**src/rtl/par_sink_arbiter.sv**
```systemverilog
// Round-robin arbiter sharing one item/valid/busy sink channel among n_ports sources,
// with a one-entry output register, forwarded-item counter and sticky stall flag.
`ifndef HDR_SZ
`define HDR_SZ 8
`endif
`ifndef PL_SZ
`define PL_SZ 8
`endif
`ifndef ADDR_SZ
`define ADDR_SZ 8
`endif

module par_sink_arbiter #(
  parameter int id        = -1,
  parameter int n_ports   = 4,
  parameter int max_stall = 16,
  localparam int ITEM_W   = `HDR_SZ + `PL_SZ + `ADDR_SZ
) (
  input  logic                        clk,
  input  logic                        reset,
  input  logic [n_ports*ITEM_W-1:0]   item_in,
  input  logic [n_ports-1:0]          valid,
  output logic [n_ports-1:0]          channel_busy,
  output logic [ITEM_W-1:0]           item_out,
  output logic                        valid_out,
  input  logic                        sink_busy,
  output logic [2:0]                  src_out,
  output logic [15:0]                 fwd_count,
  output logic                        stall_err
);

  localparam logic [2:0] LAST_PORT = 3'(n_ports - 1);
  localparam logic [7:0] STALL_MAX = 8'(max_stall);

  if (n_ports < 2 || n_ports > 8 || max_stall < 1 || max_stall > 255 || id < -1) begin : g_bad_params
    $error("par_sink_arbiter: parameter out of range");
  end

  logic [ITEM_W-1:0]  r_item_out;
  logic               r_valid_out;
  logic [2:0]         r_src_out;
  logic [15:0]        r_fwd_count;
  logic               r_stall_err;
  logic [2:0]         r_rr_ptr;
  logic [7:0]         r_stall_cnt;

  logic               w_can_load;
  logic               w_drain;
  logic               w_blocked;
  logic               w_load;
  logic               w_hi_found;
  logic               w_lo_found;
  logic [2:0]         w_hi;
  logic [2:0]         w_lo;
  logic               w_found;
  logic [2:0]         w_winner;
  logic [ITEM_W-1:0]  w_win_item;
  logic [n_ports-1:0] w_busy;

  assign w_can_load = !r_valid_out || !sink_busy;
  assign w_drain    = r_valid_out && !sink_busy;
  assign w_blocked  = r_valid_out && sink_busy;

  // Rotating priority: first requester at or above rr_ptr wins, else the lowest one below it.
  always_comb begin
    w_hi_found = 1'b0;
    w_lo_found = 1'b0;
    w_hi       = '0;
    w_lo       = '0;
    for (int i = 0; i < n_ports; i++) begin
      if (valid[i]) begin
        if (3'(i) >= r_rr_ptr) begin
          if (!w_hi_found) begin
            w_hi_found = 1'b1;
            w_hi       = 3'(i);
          end
        end else if (!w_lo_found) begin
          w_lo_found = 1'b1;
          w_lo       = 3'(i);
        end
      end
    end
    w_found  = w_hi_found || w_lo_found;
    w_winner = w_hi_found ? w_hi : w_lo;
    w_load   = w_found && w_can_load;
  end

  always_comb begin
    w_win_item = '0;
    w_busy     = '1;
    for (int i = 0; i < n_ports; i++) begin
      if (w_winner == 3'(i)) begin
        w_win_item = item_in[i*ITEM_W +: ITEM_W];
        w_busy[i]  = !w_load;
      end
    end
  end

  always_ff @(posedge clk or negedge reset) begin
    if (!reset) begin
      r_item_out  <= '0;
      r_valid_out <= 1'b0;
      r_src_out   <= '0;
      r_fwd_count <= '0;
      r_stall_err <= 1'b0;
      r_rr_ptr    <= '0;
      r_stall_cnt <= '0;
    end else begin
      if (w_load) begin
        r_item_out  <= w_win_item;
        r_valid_out <= 1'b1;
        r_src_out   <= w_winner;
        r_rr_ptr    <= (w_winner == LAST_PORT) ? 3'd0 : w_winner + 3'd1;
      end else if (w_drain) begin
        r_valid_out <= 1'b0;
      end

      if (w_drain) begin
        r_fwd_count <= r_fwd_count + 16'd1;
      end

      // The flag rises on the same edge the counter reaches max_stall.
      if (w_blocked) begin
        if (r_stall_cnt != STALL_MAX) begin
          r_stall_cnt <= r_stall_cnt + 8'd1;
        end
        if (r_stall_cnt >= STALL_MAX - 8'd1) begin
          r_stall_err <= 1'b1;
        end
      end else begin
        r_stall_cnt <= '0;
      end
    end
  end

  assign channel_busy = reset ? w_busy : '1;
  assign item_out     = r_item_out;
  assign valid_out    = r_valid_out;
  assign src_out      = r_src_out;
  assign fwd_count    = r_fwd_count;
  assign stall_err    = r_stall_err;

endmodule

```
**config.mk**
```make
export PLATFORM = sky130hd
export DESIGN_NAME = par_sink_arbiter
export DESIGN_NICKNAME = d
export VERILOG_FILES = /design/src/rtl/par_sink_arbiter.sv
export SDC_FILE = /design/constraint.sdc
export NUM_CORES = 1
export LEC_CHECK = 0
export CAP_MARGIN = 20
export CELL_PAD_IN_SITES_DETAIL_PLACEMENT = 1
export CELL_PAD_IN_SITES_GLOBAL_PLACEMENT = 1
export CORE_UTILIZATION = 32
export CTS_BUF_LIST = sky130_fd_sc_hd__clkbuf_2 sky130_fd_sc_hd__clkbuf_4 sky130_fd_sc_hd__clkbuf_8
export DETAILED_ROUTE_END_ITERATION = 8
export HOLD_SLACK_MARGIN = 0.1
export PLACE_DENSITY_LB_ADDON = 0.1
export SYNTH_ARGS = -nofsm -noshare
export SYNTH_HDL_FRONTEND = slang
export SYNTH_SLANG_ARGS = --single-unit
```
**constraint.sdc**
```tcl
create_clock -name clk -period 6.05 [get_ports clk]
set_clock_uncertainty 0.1 [all_clocks]
set_input_delay 1.21 -clock clk [delete_from_list [all_inputs] [get_ports clk]]
set_output_delay 1.21 -clock clk [all_outputs]
set_load 0.05 [all_outputs]
```
==> flow_summary.yaml, run 1 <==
detailed_routing:
  drc: 0
  ant_nets: 0
  drtIter0Drc: 73
  routed-via-count: 3211
  post_drt_via_cell_ratio: 4.92
  wl_um: 10500
  wire_per_inst_um: 16.0
  drt_first_pass_iters: 4
placement:
  io_buffer_count: 150
  post-place-cells: 644
  place_hpwl_um: 7790
  place.gp.congestion: 0.755
synthesis:
  synth_area_leader_cell: "dfrtp_1"
  synth_top_flop_cell: "dfrtp_1"
  synth.top_cell.area_share_pct: 42.3
  ys_types: 35
  syn_avg_cell_area_um2: 8.39
  syn_area_um2: 3200
  synth_nets: 491
  synth_area_leaders: "dfrtp_1 42%, a21oi_1 11%, a22oi_1 5.6%"
  synth_edf_count: 0
  async_reset_ff_share_pct: 100
  synth-seq-area-share_pct: 42.3
  synth-seq-cells: 54
  synth_warnings: 0
  synthCells: 381
  synth.most_common_cell: "a21oi_1"
  synth_common_cells: "69 x a21oi_1, 54 x dfrtp_1, 39 x nor2_1"
timing:
  drv_slew: 0
  fin_crit_ns: 5.11
  finalCritPeriodShare_pct: 84.4
  setup-violations-final: 0
  holdWs_ns: 0.380
  setup_tns_ns: 0
  finalHoldViolCount: 0
  rsz0062_at_grt: "false"
  tightest_slew_ns: 0.695
  relSlewSlack_pct: 53.7
  timing.fmax_ghz: 0.196
power:
  p_leak_nw: 2.06
  p_per_area_nw_per_um2: 429
  vdd_ir_drop_max_uv: 239
  total_power_mw: 2.10
cells_and_area:
  nets: 628
  syn2layout_area_growth_pct: 52.8
  fill_cells: 1179
  final_cells: 652
  drive_above_1_share_pct: 6.74
  antenna_cells: 0
critical_path:
  endpoint_kind: "output port"
  cp-start-kind: "input pin"
  required_ns: 4.74
  cp_max_fo: 5
  critPathArrivalTime_ns: 3.80
  crit_type: "in -> out"
  rr_worst_depth: 10
clock_network:
  cts_buffers: 5
  cts.sinks: 54
  clk_latency_ns: 0.31
  clkTransAtPathRegs_ns: 0.11
  h-tree-depth: 2
  cts_hold_buf: 0
  post_cts_buffers: 0
  clock-root-buffer: "clkbuf_8"
  cts_tree: "built"
  cts_resized: 0
  clock_path_buffers: 2
min_path:
  hp-class: "reg -> reg"
  min_path_cells: 1
global_routing:
  antenna_found_initial: 1
  track_usage_pct: 20.6
  grt_pass1_wl_um: 16500
  grt_pass1_vias: 3412
  grt_max_degree: 54
  overflow: 0
floorplan:
  core_um2: 9730
  num_rows: 36
  die_area_um2: 10400
  pin_count: 152
  die_w_um: 102
  fp.dieH_um: 102
  initial_core_util_pct: 32.9
status:
  status: "finished clean"
flow_run:
  drv_cap: 0
[cells by family after synthesis]
kind of cell | count (synthesis) | synth area share, %
AND/OR/NAND/NOR | 107 | 15.3
XOR/XNOR | 22 | 6.03
other | 1 | 0.117
adder cells (fa/ha/maj) | 7 | 2.74
AO/OA/AOI/OAI | 129 | 23.7
flip-flops | 54 | 42.3
multiplexers | 4 | 1.60
buffers and inverters | 57 | 8.22
[critical path: stages]
cell and delay [ns]:
clkdlybuf4s50_1 0.58, nand2b_1 0.14, a21oi_1 0.08, a311oi_2 0.49
inv_1 0.17, ha_1 0.23, nand3_1 0.07, clkdlybuf4s50_1 0.82
[sequential cells by signal, summed over array words and instances (netlist names)]
name / cells
stall_err: 1
r_rr_ptr: 2
r_stall_cnt: 8
item_out: 24
src_out: 2
fwd_count: 16
valid_out: 1
[per-layer routing]
metal / part of all wire, % / global-route usage, % / vias up
met1: 41 / 22.2 / 1538
met3: 7.0 / 6.09 / 12
met4: 1.6 / 5.49 / 2
met2: 51 / 39.2 / 96
met5: 0.17 / 0 / -
li1: - / - / 1563
[through the flow]
stage / utilization (%) / setup slack, ns / instance area [um2]
finish: 50.2 / 0.944 / 4880
global route: 50.2 / 0.760 / 4880
CTS: 50.2 / 0.899 / 4880
detailed placement: 49.0 / 0.911 / 4770
global placement: 49.0 / 0.984 / 4770
floorplan: - / 1.84 / 3200
[layout make-up]
cell class,instances,area [um2],area share (%)
clock buffer,5,68.8,1.41
multi-input combinational,270,1600,32.7
tap,133,166,3.41
clock inverter,3,47.5,0.973
inverter,31,116,2.38
sequential,54,1350,27.7
timing repair buffer,156,1540,31.5
[worst paths after layout]
kind / startpoint / endpoint / slack (ns)
worst max-delay path: valid[1] / channel_busy[0] / 0.94
worst min-delay path: fwd_count[15] / fwd_count[15] / 0.38
worst max register to register: r_rr_ptr[1] / item_out[6] / 3.33
worst min register to register: fwd_count[15] / fwd_count[15] / 0.38
max in group asynchronous: reset / item_out[1] / 4.37
min in group asynchronous: reset / item_out[12] / 0.60
[cell usage in the layout (no fill, tap or decap), types with 2 or more instances in the layout]
master,instances
clkdlybuf4s50_1,148
a21oi_1,69
dfrtp_1,54
nor2_1,38
nand2_1,35
inv_1,31
o21ai_0,25
a22oi_1,24
xnor2_1,15
nand3_1,11
xor2_1,7
a21oi_2,7
buf_4,7
and3_1,6
nand4_1,6
ha_1,5
clkbuf_8,5
nand2b_1,2
nor3_1,2
mux2_4,2
ha_2,2
[report_power, final]
part	internal [mW]	switching [mW]	total [mW]
registers	0.472	0.0830	0.555
clock network	0.126	0.131	0.257
logic	0.460	0.824	1.28
(Power assumes the default switching activity.)
==> run 2, diff against run 1 <==
- CORE_UTILIZATION: 32 -> 30
- clock period: 6.05 -> 4.8 ns (I/O delays scaled with it)
==> run 2 against run 1 <==
Compared with the run above: critical path depth unchanged; largest cell class unchanged; clock power rose by 8.2%; core utilization shrank 3.0 points; highest routed layer is now met4; worst hold slack worse by 0.0044 ns; die area up 6.5%; critical endpoint unchanged.
==> flow_summary.yaml, run 2 (synthesis results as in run 1) <==
placement:
  place.gp.congestion: 0.774
  place_hpwl_um: 7580
  place_ws_ns: 0.797
  io_buffer_count: 150
  post-place-cells: 647
  placed_cell_area_um2: 4780
timing:
  rsz0062_at_grt: "false"
  finalCritPeriodShare_pct: 82.9
  setup-violations-final: 0
  fin_ws_ns: 0.819
  holdWs_ns: 0.376
  relSlewSlack_pct: 59.1
  timing.fmax_ghz: 0.251
  fin_crit_ns: 3.98
  drv_slew: 0
  setup_tns_ns: 0
  tightest_slew_ns: 0.612
  finalHoldViolCount: 0
cells_and_area:
  final_cell_mix: "145 x clkdlybuf4s50_1, 69 x a21oi_1, 54 x dfrtp_1"
  syn2layout_area_growth_pct: 52.5
  fin_area_um2: 4880
  antenna_cells: 0
  drive_above_1_share_pct: 7.32
  largest_register_ffs: 24
  nets: 628
  final_cells: 655
  final_util_pct: 47.2
  final_common_cell: "clkdlybuf4s50_1"
flow_run:
  drv_cap: 0
clock_network:
  cts_resized: 0
  clkTransAtPathRegs_ns: 0.10
  cts_hold_buf: 0
  clk_latency_ns: 0.30
  cts_buffers: 5
  cts_tree: "built"
  clock_path_buffers: 2
  clock-root-buffer: "clkbuf_8"
  post_cts_buffers: 0
  cts.sinks: 54
  h-tree-depth: 2
global_routing:
  track_usage_pct: 18.9
  overflow: 0
  grt_pass1_vias: 3361
  antenna_found_initial: 0
  grt_max_degree: 50
  grt_pass1_wl_um: 16800
floorplan:
  die_w_um: 105
  fp.dieH_um: 105
  initial_core_util_pct: 31.0
  core_um2: 10300
  pin_count: 152
  num_rows: 37
  die_area_um2: 11100
detailed_routing:
  drtIter0Drc: 97
  drc: 0
  routed-via-count: 3198
  ant_nets: 0
  drt_first_pass_iters: 4
  wire_per_inst_um: 15.6
  post_drt_via_cell_ratio: 4.88
  wl_um: 10200
status:
  status: "finished clean"
power:
  vdd_ir_drop_max_uv: 303
  p_per_area_nw_per_um2: 532
  p_leak_nw: 2.05
  total_power_mw: 2.59
critical_path:
  critPathMaxStageDelay_ns: 0.59
  crit_type: "in -> out"
  cp-start-kind: "input pin"
  critPathArrivalTime_ns: 2.92
  endpoint_kind: "output port"
  required_ns: 3.74
  cp_max_fo: 5
  crit_slowest_cell: "clkdlybuf4s50_1"
  crit_chain: "clkdlybuf4s50_1 -> nand2b_1 -> a21oi_1 -> a311oi_2 -> inv_1 -> ha_1 -> nand3_1 -> buf_12"
min_path:
  hp-class: "reg -> reg"
## run 2: changes by cell type in the layout (fill, tap and decap cells not counted)
cell,previous run,this run
buf_12,0,1
buf_4,7,9
bufinv_16,1,0
clkbuf_8,5,6
clkdlybuf4s50_1,148,145
clkinv_4,1,0
clkinvlp_4,0,1
## run 2: worst max-delay path, delay by kind of cell
kind                       cells  cell delay, ns
and+or+nand+nor                2            0.26
AOI/OAI and AO/OA              2            0.57
adders and majority gates      1            0.23
buffers and inverters          3            0.90
## run 2: worst paths after layout
path                       cells past startpoint  slack [ns]               to         from
setup / recovery                               8        0.82  channel_busy[0]     valid[1]
hold / removal                                 1        0.38        stall_err    stall_err
setup reg to reg                              10        2.08      item_out[5]  r_rr_ptr[1]
hold reg to reg                                1        0.38        stall_err    stall_err
max in group asynchronous                      2        3.26       src_out[0]        reset
min in group asynchronous                      1        0.45     item_out[15]        reset
## run 2: metal layers
| layer | up-vias | part of all wire [%] | global-route usage [%] |
|---|---|---|---|
| li1 | 1565 | - | - |
| met1 | 1534 | 43 | 23.3 |
| met2 | 93 | 49 | 33.5 |
| met3 | 6 | 6.6 | 4.95 |
| met4 | 0 | 1.0 | 3.42 |
| met5 | - | 0 | 0 |
## run 2: layout make-up
type                    instances  area, um2
repair buffers                156       1540
inverters                      31        116
clock inverters                 2       16.3
multi-input cells             270       1600
clock buffers                   6       82.6
flip-flops and latches         54       1350
well taps                     136        170
fillers                      1227       5450
## run 2: power by group
part	total, mW	internal [mW]	switching [mW]
Combinational	1.61	0.581	1.03
Sequential	0.703	0.595	0.108
Clock	0.278	0.119	0.159
Total	2.59	1.30	1.30
